File: src/rtl/dma_req_responder_if.sv
// DMA request handshake, Avalon-MM data-register port and streaming port of
// the DMA request responder, bundled as one interface.
// master: the responder side. slave: the peripheral / stream environment.
interface dma_req_responder_if #(
  parameter int DATA_W = 32
);
  logic              dma_req;
  logic              dma_single;
  logic              dma_ack;
  logic              avm_read;
  logic              avm_write;
  logic [DATA_W-1:0] avm_writedata;
  logic [DATA_W-1:0] avm_readdata;
  logic              avm_waitrequest;
  logic [DATA_W-1:0] st_data_o;
  logic              st_valid_o;
  logic              st_ready_i;
  logic [DATA_W-1:0] st_data_i;
  logic              st_valid_i;
  logic              st_ready_o;

  modport master (
    input  dma_req, dma_single, avm_readdata, avm_waitrequest,
           st_ready_i, st_data_i, st_valid_i,
    output dma_ack, avm_read, avm_write, avm_writedata,
           st_data_o, st_valid_o, st_ready_o
  );

  modport slave (
    output dma_req, dma_single, avm_readdata, avm_waitrequest,
           st_ready_i, st_data_i, st_valid_i,
    input  dma_ack, avm_read, avm_write, avm_writedata,
           st_data_o, st_valid_o, st_ready_o
  );
endinterface

File: src/rtl/dma_req_responder.sv
// DMA request responder: services burst/single DMA requests by moving beats
// between a peripheral data register (Avalon-MM) and a stream.
// DIR=0 reads the register into the stream, DIR=1 writes stream data to it.
// Optional feature macro: DMA_RESP_TIMEOUT_EN (release timeout in REL, sets err).
module dma_req_responder #(
  parameter int DATA_W    = 32,
  parameter int BURST_LEN = 8,
  parameter int CNT_W     = 16,
  parameter int DIR       = 0
) (
  input  logic             clk,
  input  logic             reset_n,
  input  logic             start,
  input  logic [CNT_W-1:0] xfer_len,
  input  logic             enable,
  output logic             busy,
  output logic             done,
  output logic             err,
  dma_req_responder_if.master bus
);

  typedef enum logic [2:0] {S_IDLE, S_ARM, S_BEAT, S_ACK, S_REL} state_t;

  // Beat sub-phases. DIR=0: P_A = read, P_B = stream out.
  // DIR=1: P_A = wait for stream valid, P_B = one-cycle ready, P_C = write.
  localparam logic [1:0] P_A = 2'd0;
  localparam logic [1:0] P_B = 2'd1;
  localparam logic [1:0] P_C = 2'd2;

  state_t            r_state, w_state_next;
  logic [1:0]        r_phase, w_phase_next;
  logic [CNT_W-1:0]  r_remaining, w_remaining_next;
  logic [7:0]        r_beats, w_beats_next;
  logic [DATA_W-1:0] r_data, w_data_next;
  logic              r_busy, w_busy_next;
  logic              r_done, w_done_next;
  logic              w_beat_done;
`ifdef DMA_RESP_TIMEOUT_EN
  logic              r_err, w_err_next;
  logic [7:0]        r_tmo, w_tmo_next;
`endif

  // Next-state and datapath decisions; requests are looked at in the very
  // cycle ARM is entered, so a pending request costs no extra cycle.
  always_comb begin
    w_state_next     = r_state;
    w_phase_next     = r_phase;
    w_remaining_next = r_remaining;
    w_beats_next     = r_beats;
    w_data_next      = r_data;
    w_busy_next      = r_busy;
    w_done_next      = 1'b0;
    w_beat_done      = 1'b0;
`ifdef DMA_RESP_TIMEOUT_EN
    w_err_next       = r_err;
    w_tmo_next       = 8'd0;
`endif
    case (r_state)
      S_IDLE: begin
        if (start) begin
          w_remaining_next = xfer_len;
          w_busy_next      = 1'b1;
          w_state_next     = S_ARM;
        end
      end
      S_ARM: begin
        w_phase_next = P_A;
        if (r_remaining == '0) begin
          // zero-length job: finish without touching the handshake
          w_state_next = S_IDLE;
          w_busy_next  = 1'b0;
          w_done_next  = 1'b1;
        end else if (enable) begin
          if (bus.dma_req && (r_remaining >= CNT_W'(BURST_LEN))) begin
            w_beats_next = 8'(BURST_LEN);
            w_state_next = S_BEAT;
          end else if (bus.dma_single) begin
            w_beats_next = 8'd1;
            w_state_next = S_BEAT;
          end
        end
      end
      S_BEAT: begin
        if (DIR == 0) begin
          if (r_phase == P_A) begin
            if (!bus.avm_waitrequest) begin
              w_data_next  = bus.avm_readdata;
              w_phase_next = P_B;
            end
          end else if (bus.st_ready_i) begin
            w_beat_done = 1'b1;
          end
        end else begin
          if (r_phase == P_A) begin
            if (bus.st_valid_i) w_phase_next = P_B;
          end else if (r_phase == P_B) begin
            w_data_next  = bus.st_data_i;
            w_phase_next = P_C;
          end else if (!bus.avm_waitrequest) begin
            w_beat_done = 1'b1;
          end
        end
        if (w_beat_done) begin
          w_remaining_next = r_remaining - CNT_W'(1);
          w_beats_next     = r_beats - 8'd1;
          w_phase_next     = P_A;
          if (r_beats == 8'd1) w_state_next = S_ACK;
        end
      end
      S_ACK: begin
        w_state_next = S_REL;
      end
      S_REL: begin
`ifdef DMA_RESP_TIMEOUT_EN
        w_tmo_next = r_tmo + 8'd1;
`endif
        if (!bus.dma_req && !bus.dma_single) begin
          if (r_remaining == '0) begin
            w_state_next = S_IDLE;
            w_busy_next  = 1'b0;
            w_done_next  = 1'b1;
          end else begin
            w_state_next = S_ARM;
          end
        end
`ifdef DMA_RESP_TIMEOUT_EN
        else if (r_tmo == 8'd255) begin
          // requester never released: give up on the job, no done pulse
          w_err_next   = 1'b1;
          w_state_next = S_IDLE;
          w_busy_next  = 1'b0;
        end
`endif
      end
      default: begin
        w_state_next = S_IDLE;
        w_busy_next  = 1'b0;
      end
    endcase
  end

  // State and datapath registers; reset drops any beat in flight.
  always_ff @(posedge clk or negedge reset_n) begin
    if (!reset_n) begin
      r_state     <= S_IDLE;
      r_phase     <= P_A;
      r_remaining <= '0;
      r_beats     <= '0;
      r_data      <= '0;
      r_busy      <= 1'b0;
      r_done      <= 1'b0;
`ifdef DMA_RESP_TIMEOUT_EN
      r_err       <= 1'b0;
      r_tmo       <= 8'd0;
`endif
    end else begin
      r_state     <= w_state_next;
      r_phase     <= w_phase_next;
      r_remaining <= w_remaining_next;
      r_beats     <= w_beats_next;
      r_data      <= w_data_next;
      r_busy      <= w_busy_next;
      r_done      <= w_done_next;
`ifdef DMA_RESP_TIMEOUT_EN
      r_err       <= w_err_next;
      r_tmo       <= w_tmo_next;
`endif
    end
  end

  // Outputs decode registered state only; the unused direction stays at 0.
  assign busy              = r_busy;
  assign done              = r_done;
`ifdef DMA_RESP_TIMEOUT_EN
  assign err               = r_err;
`else
  assign err               = 1'b0;
`endif
  assign bus.dma_ack       = (r_state == S_ACK);
  assign bus.avm_read      = (DIR == 0) && (r_state == S_BEAT) && (r_phase == P_A);
  assign bus.st_valid_o    = (DIR == 0) && (r_state == S_BEAT) && (r_phase == P_B);
  assign bus.st_data_o     = (DIR == 0) ? r_data : '0;
  assign bus.st_ready_o    = (DIR != 0) && (r_state == S_BEAT) && (r_phase == P_B);
  assign bus.avm_write     = (DIR != 0) && (r_state == S_BEAT) && (r_phase == P_C);
  assign bus.avm_writedata = (DIR != 0) ? r_data : '0;

endmodule

File: src/flat_wrapper.sv
// flat-port wrapper written by rule: the top's interface ports become plain ports
module dma_req_responder_flat 
#(
  parameter int DATA_W    = 32,
  parameter int BURST_LEN = 8,
  parameter int CNT_W     = 16,
  parameter int DIR       = 0
)
  (clk, reset_n, start, xfer_len, enable, busy, done, err, bus_dma_req, bus_dma_single, bus_avm_readdata, bus_avm_waitrequest, bus_st_ready_i, bus_st_data_i, bus_st_valid_i, bus_dma_ack, bus_avm_read, bus_avm_write, bus_avm_writedata, bus_st_data_o, bus_st_valid_o, bus_st_ready_o);
  dma_req_responder_if #(.DATA_W(DATA_W)) bus_i ();
  input  logic clk;
  input  logic reset_n;
  input  logic start;
  input  logic [CNT_W-1:0] xfer_len;
  input  logic enable;
  output logic busy;
  output logic done;
  output logic err;
  input wire logic [$bits(bus_i.dma_req)-1:0] bus_dma_req;
  input wire logic [$bits(bus_i.dma_single)-1:0] bus_dma_single;
  input wire logic [$bits(bus_i.avm_readdata)-1:0] bus_avm_readdata;
  input wire logic [$bits(bus_i.avm_waitrequest)-1:0] bus_avm_waitrequest;
  input wire logic [$bits(bus_i.st_ready_i)-1:0] bus_st_ready_i;
  input wire logic [$bits(bus_i.st_data_i)-1:0] bus_st_data_i;
  input wire logic [$bits(bus_i.st_valid_i)-1:0] bus_st_valid_i;
  output wire logic [$bits(bus_i.dma_ack)-1:0] bus_dma_ack;
  output wire logic [$bits(bus_i.avm_read)-1:0] bus_avm_read;
  output wire logic [$bits(bus_i.avm_write)-1:0] bus_avm_write;
  output wire logic [$bits(bus_i.avm_writedata)-1:0] bus_avm_writedata;
  output wire logic [$bits(bus_i.st_data_o)-1:0] bus_st_data_o;
  output wire logic [$bits(bus_i.st_valid_o)-1:0] bus_st_valid_o;
  output wire logic [$bits(bus_i.st_ready_o)-1:0] bus_st_ready_o;
  assign bus_i.dma_req = bus_dma_req;
  assign bus_i.dma_single = bus_dma_single;
  assign bus_i.avm_readdata = bus_avm_readdata;
  assign bus_i.avm_waitrequest = bus_avm_waitrequest;
  assign bus_i.st_ready_i = bus_st_ready_i;
  assign bus_i.st_data_i = bus_st_data_i;
  assign bus_i.st_valid_i = bus_st_valid_i;
  assign bus_dma_ack = bus_i.dma_ack;
  assign bus_avm_read = bus_i.avm_read;
  assign bus_avm_write = bus_i.avm_write;
  assign bus_avm_writedata = bus_i.avm_writedata;
  assign bus_st_data_o = bus_i.st_data_o;
  assign bus_st_valid_o = bus_i.st_valid_o;
  assign bus_st_ready_o = bus_i.st_ready_o;
  dma_req_responder #(.DATA_W(DATA_W), .BURST_LEN(BURST_LEN), .CNT_W(CNT_W), .DIR(DIR)) u_core (.clk(clk), .reset_n(reset_n), .start(start), .xfer_len(xfer_len), .enable(enable), .busy(busy), .done(done), .err(err), .bus(bus_i));
endmodule
File: config.mk
export PLATFORM = sky130hd
export DESIGN_NAME = dma_req_responder_flat
export DESIGN_NICKNAME = d
export VERILOG_FILES = /design/src/rtl/dma_req_responder_if.sv /design/src/rtl/dma_req_responder.sv /design/src/flat_wrapper.sv
export SDC_FILE = /design/constraint.sdc
export NUM_CORES = 1
export LEC_CHECK = 0
export CAP_MARGIN = 20
export CORE_MARGIN = 5
export CORE_UTILIZATION = 45
export CTS_CLUSTER_SIZE = 25
export DETAILED_ROUTE_END_ITERATION = 10
export GPL_TIMING_DRIVEN = 0
export PLACE_DENSITY_LB_ADDON = 0.05
export SLEW_MARGIN = 20
export SYNTH_ARGS = -nofsm -noshare
export SYNTH_HDL_FRONTEND = slang
export SYNTH_SLANG_ARGS = --single-unit
export TNS_END_PERCENT = 30
File: constraint.sdc
create_clock -name clk -period 3.4 [get_ports clk]
set_input_delay 0.34 -clock clk [delete_from_list [all_inputs] [get_ports clk]]
set_output_delay 0.34 -clock clk [all_outputs]
set_load 0.005 [all_outputs]
Yosys cells after proc, flatten, opt, wreduce, memory -nomap -nowiden
Cells that the tools add are included.
- reduce and logical (&&, ||, !) cells: 18
- $mul: 0
- bitwise operators: 2
- divide/modulo/power cells: 0
- shifts and indexed selects: 0
- $add $sub $neg: 2
- order comparisons: 1
- muxes and demuxes: 33
- equality and inequality tests: 17
- operators by type and width (operator ; count):
    two-way mux 8 bit ; 5
    two-way mux 16 bit ; 2
    one-hot mux 16 bit (2 select lines) ; 1
    two-way mux 3 bit ; 8
    greater-or-equal comparator 16 x 4 -> 1 bit, second input constant ; 1
    zero test 16 bit ; 1
    one-hot mux 8 bit (2 select lines) ; 1
    subtractor 16 x 1 -> 16 bit, second input constant ; 1
    one-hot mux 3 bit (5 select lines) ; 1
    AND reduction 3 bit ; 4
    two-way mux 1 bit ; 9
    != test 3 x 2 -> 1 bit, second input constant ; 3
    equality test 8 x 1 -> 1 bit, second input constant ; 1
    != test 2 bit, second input constant ; 4
    subtractor 8 x 1 -> 8 bit, second input constant ; 1
    equality test 3 x 2 -> 1 bit, second input constant ; 2
    two-way mux 2 bit ; 3
    AND reduction 6 bit ; 1
    AND reduction 5 bit ; 1
    logical AND 1 bit ; 4
    != test 2 x 1 -> 1 bit, second input constant ; 2
    != test 4 x 2 -> 1 bit, second input constant ; 1
    one-hot mux 1 bit (4 select lines) ; 1
    one-hot mux 2 bit (2 select lines) ; 1
    other kinds (11) ; 14
- latch bits: 0
- register bits after elaboration: 63
- memories: 0
- bits in writable memories: 0
- bits in read-only memories: 0
- output and inout bits: 72
- bits of input ports: 89
- word-level logic and storage cells: 80

Logic depth before layout (Yosys ltp)
- depth in word-level cells: 6
- gate-level depth with buffers: 8
- gate-level depth less buffers: 7

Worst setup path before layout
No wires, ideal clock.
- kind: flip-flop to flip-flop
- start point: register u_core.r_state[2]
- end point: register u_core.r_data[10] (netlist: u_core.bus.st_data_o[10])
- arrival time: 1.812 ns
- path buffers: 3
- slack: 1.463 ns
- setup time: 0.125 ns
- required time: 3.275 ns
- period minus slack after synthesis: 1.937 ns
- stages on the path, launching flop included: 7
- cell sequence: dfrtp_1 clkbuf_1 or2_2 clkbuf_1 nor3_2 buf_2 mux2_2
- longest elaborated chain between the ends: 2
- ends and longest elaborated chain (what ; line ; RTL):
    from (decl) ; dma_req_responder.sv:30 ; state_t r_state, w_state_next;
    from (signal assigned) ; dma_req_responder.sv:157 ; r_state <= w_state_next;
    equality test 3 x 2 -> 1 bit ; dma_req_responder.sv:58 ; case (r_state)
    AND reduction 3 bit (no source line) ; - ;
    to (signal assigned) ; dma_req_responder.sv:161 ; r_data <= w_data_next;
    to (decl) ; dma_req_responder.sv:34 ; logic [DATA_W-1:0] r_data, w_data_next;
No other way between the ends.
A chain may end at the register's enable or synchronous reset.

Worst setup path in the final report
- start point: register u_core.r_state[0]
- end point: output port bus_st_valid_o
- longest elaborated chain between the ends: 2
- ends and longest elaborated chain (what ; line ; RTL):
    equality test 3 x 2 -> 1 bit ; dma_req_responder.sv:181 ; assign bus.st_valid_o = (DIR == 0) && (r_state == S_BEAT) && (r_phase == P_B);
    logical AND 1 bit ; dma_req_responder.sv:181 ;
    to (decl) ; flat_wrapper.sv:31 ; output wire logic [$bits(bus_i.st_valid_o)-1:0] bus_st_valid_o;
No other way between the ends.

==> flow_summary_export.csv <==
group,metric,value,unit
global_routing,grt_pass1_wl,13.8,mm
global_routing,grt_pass1_vias,2745,
routing,wire_per_inst,14.4,um
timing,period_share,88.1,%
clocking,cts_tree,"built",
setup_path,crit_arrival,2.66,ns
logic_synthesis,synth_top_cells_by_area,"dfrtp_1 (45%), mux2_2 (10%), buf_4 (7.8%)",
pwr,combPwrFrac,46.1,%
timing,setup_viol,0,
logic_synthesis,ys_warn_count,0,
pwr,switching_share,35.1,%
min_path,hold_class,"input port to asynchronous set/reset pin",
global_routing,track_usage,17.8,%
pwr,p_leak,2.09,nW
setup_path,cp.required,3.06,ns
global_routing,grt_start_max_net_pins,33,
setup_path,end_kind,"output pin",
cells_and_area,final_layout_size_suffix_gt1_share,22.2,%
clocking,root_buffer,"clkbuf_8",
setup_path,startpoint_type,"register",
job,drv_cap,0,
cells_and_area,stdcell_area,4860,um^2
placement,dp_hpwl,6.42,mm
logic_synthesis,syn-instance-count,343,
die,dieWidth,97.5,um
logic_synthesis,synthDistinctLibCells,56,
clocking,clk_path_buf_depth,2,
logic_synthesis,seq_area_frac_synth,45.0,%
pwr,p_switching,1.33,mW
cells_and_area,multi_input_area,1610,um^2
cells_and_area,nFillCells,646,
setup_path,cp_max_fo,10,
cells_and_area,register_area,1550,um^2
logic_synthesis,synthArstFlopShare,100,%
setup_path,path_class,"register to output pin",
logic_synthesis,ys_ff_latch,62,
routing,drtIter0Drc,93,
logic_synthesis,yosysTopAreaCell,"dfrtp_1",
pwr,clockPowerShare,18.9,%
timing,period_needed,3.00,ns
placement,io_buffers,92,
timing,finalWorstSetupSlack,0.405,ns
pwr,pwr-share-seq,35.0,%
placement,dpl_cell_area,4640,um^2
timing,worstMarginPinSlew,0.997,ns
global_routing,overflow,0,
setup_path,r2r_cells,6,
clocking,clk_pin_slew,0.07,ns
cells_and_area,diodes,0,
logic_synthesis,netlist_area,3440,um^2
clocking,clkLatencyLatePin,0.34,ns
routing,wl,8.46,mm
routing,vias,2888,
die,initial_core_util,45.3,%
die,io_pins,161,
timing,fmax,334,MHz
pwr,power_density,778,nW/um^2
die,coreArea,7610,um^2
routing,drc_errors,0,
timing,hold_viol_final,0,
global_routing,antenna_found_initial,0,
cells_and_area,area_delta_synth_final,41.2,%
routing,vias_per_cell,4.90,
timing,fin_skew,0.00924,ns
logic_synthesis,yosysTopAreaCellShare,45.0,%
placement,gp_congestion,0.855,
pwr,vdd_drop_max,428,uV
cells_and_area,layout.nets,575,
clocking,h-tree-depth,3,
placement,place_ws,0.799,ns
pwr,power.internal,2.45,mW
logic_synthesis,syn_area_per_cell,10.0,um^2
clocking,cts_inserted_buffers,9,
timing,drv_slew,0,
logic_synthesis,synth_edf_count,0,
die,std_cell_rows,32,
timing,rsz0062_at_grt,"false",
die,dieArea,9500,um^2
timing,slew_headroom,33.2,%
routing,drtAntennaViolNets,0,
logic_synthesis,ys.flop_type,"dfrtp_1",
outcome,status,"completed",
clocking,cts_sinks,62,
routing,drt_first_pass_iters,4,
die,die-height,97.5,um
[area by class of cell]
cell class | count | area share, %
well taps | 102 | 2.62
inverters | 5 | 0.386
clock buffers | 10 | 2.62
flip-flops and latches | 62 | 31.9
multi-input cells | 255 | 33.1
clock inverters | 6 | 1.78
repair buffers | 94 | 19.5
plain buffers | 55 | 8.05
[layer usage]
| layer | wire length [um] | part of all wire (%) | vias to the layer above | global-route usage [%] |
|---|---|---|---|---|
| met1 | 4130 | 49 | 1343 | 25.3 |
| met2 | 3770 | 45 | 103 | 27.0 |
| met3 | 467 | 5.5 | 10 | 3.37 |
| met4 | 90 | 1.1 | 0 | 6.82 |
| li1 | - | - | 1432 | - |
| met5 | 0 | 0 | - | 0 |
[cells in the final DEF, fill, tap and decap left out, types with 2 or more instances in the layout]
master            n
a211oi_1          2
a21oi_1          27
a31oi_1           4
and2_1            2
buf_2             5
buf_4            37
buf_6             3
bufinv_16         2
clkbuf_1          9
clkbuf_8         11
clkdlybuf4s50_1  91
clkinv_2          2
conb_1           35
dfrtp_1          62
ha_1              4
inv_1             5
mux2_2           32
nand2_1          25
nand2b_1          6
nand3_1           5
nand4_1           2
nand4b_1          2
nor2_1           28
nor3_1            8
nor3b_1           4
nor4_1            6
o21a_1            3
o21ai_0          17
o221ai_1          2
o22a_1            6
o22ai_1           3
o2bb2ai_1         2
o311a_1           2
o31ai_1           2
or3_1             2
or3_2             2
[sequential cells by signal, indices dropped and copies added (netlist names)]
name	flops
u_core.bus.st_data_o	32
u_core.r_remaining	16
u_core.r_beats	8
u_core.r_state	3
u_core.busy	1
u_core.done	1
u_core.r_phase	1
[worst paths after layout]
path                       slack (ns)                startpoint                       end
setup / recovery                 0.40         u_core.r_state[0]            bus_st_valid_o
hold / removal                   0.47                   reset_n  u_core.bus.st_data_o[19]
setup reg to reg                 1.12         u_core.r_state[2]  u_core.bus.st_data_o[16]
hold reg to reg                  0.49  u_core.bus.st_data_o[14]  u_core.bus.st_data_o[14]
max in group asynchronous        2.42                   reset_n   u_core.bus.st_data_o[5]
min in group clk                 0.49  u_core.bus.st_data_o[14]  u_core.bus.st_data_o[14]
[power groups by stage]
stage                     sequential (mW)  clock [mW]  combinational [mW]
after floorplan                      1.32           0                1.01
after global placement               1.32           0                1.72
after detailed placement             1.34           0                1.75
after CTS                            1.32       0.729                1.75
after global routing                 1.37       0.770                1.90
final                                1.32       0.716                1.74
[synthesized netlist by cell type (2+ instances only)]
library cell  instances
a211oi_1              2
a21oi_1              27
a31oi_1               4
and2_1                2
buf_2                 5
buf_4                36
buf_6                 3
clkbuf_1              8
clkbuf_8              2
dfrtp_1              62
ha_1                  4
inv_1                 5
mux2_2               32
nand2_1              25
nand2b_1              6
nand3_1               5
nand4_1               2
nand4b_1              2
nor2_1               28
nor3_1                8
nor3b_1               4
nor4_1                6
o21a_1                3
o21ai_0              17
o221ai_1              2
o22a_1                6
o22ai_1               3
o2bb2ai_1             2
o311a_1               2
o31ai_1               2
or3_1                 2
or3_2                 2
[cell families after synthesis]
group / after synthesis / share of synthesized area [%]
AOI/OAI and AO/OA: 77 / 14.1
other: 1 / 0.109
buffers and inverters: 60 / 11.9
adders and majority gates: 4 / 1.45
DFF: 62 / 45.0
muxes: 34 / 11.1
and+or+nand+nor: 105 / 16.3
[through the flow]
| step | hold slack, ns | util, % | TNS [ns] | total power [mW] | instances |
|---|---|---|---|---|---|
| floorplan | 0.0444 | - | 0 | 2.32 | 377 |
| global placement | 0.474 | 60.7 | -6.34 | 3.04 | 571 |
| detailed placement | 0.312 | 61.0 | 0 | 3.09 | 572 |
| CTS | 0.494 | 63.9 | 0 | 3.81 | 589 |
| global route | 0.505 | 63.9 | 0 | 4.05 | 589 |
| finish | 0.474 | 63.9 | 0 | 3.78 | 589 |
[worst max-delay path: stages (launching register included)]
cell and delay (ns):
dfrtp_1 0.37, clkbuf_1 0.22, nor3b_2 0.50, clkbuf_1 0.49, and2_1 0.21, clkdlybuf4s50_1 0.53
[what timing repair did]
action	in CTS	in global routing
endpoints found under the hold margin	30	0
setup buffers	0	0
gates resized for setup	0	0
hold buffers	1	0
No activity file was read; power rests on OpenSTA's default activity.
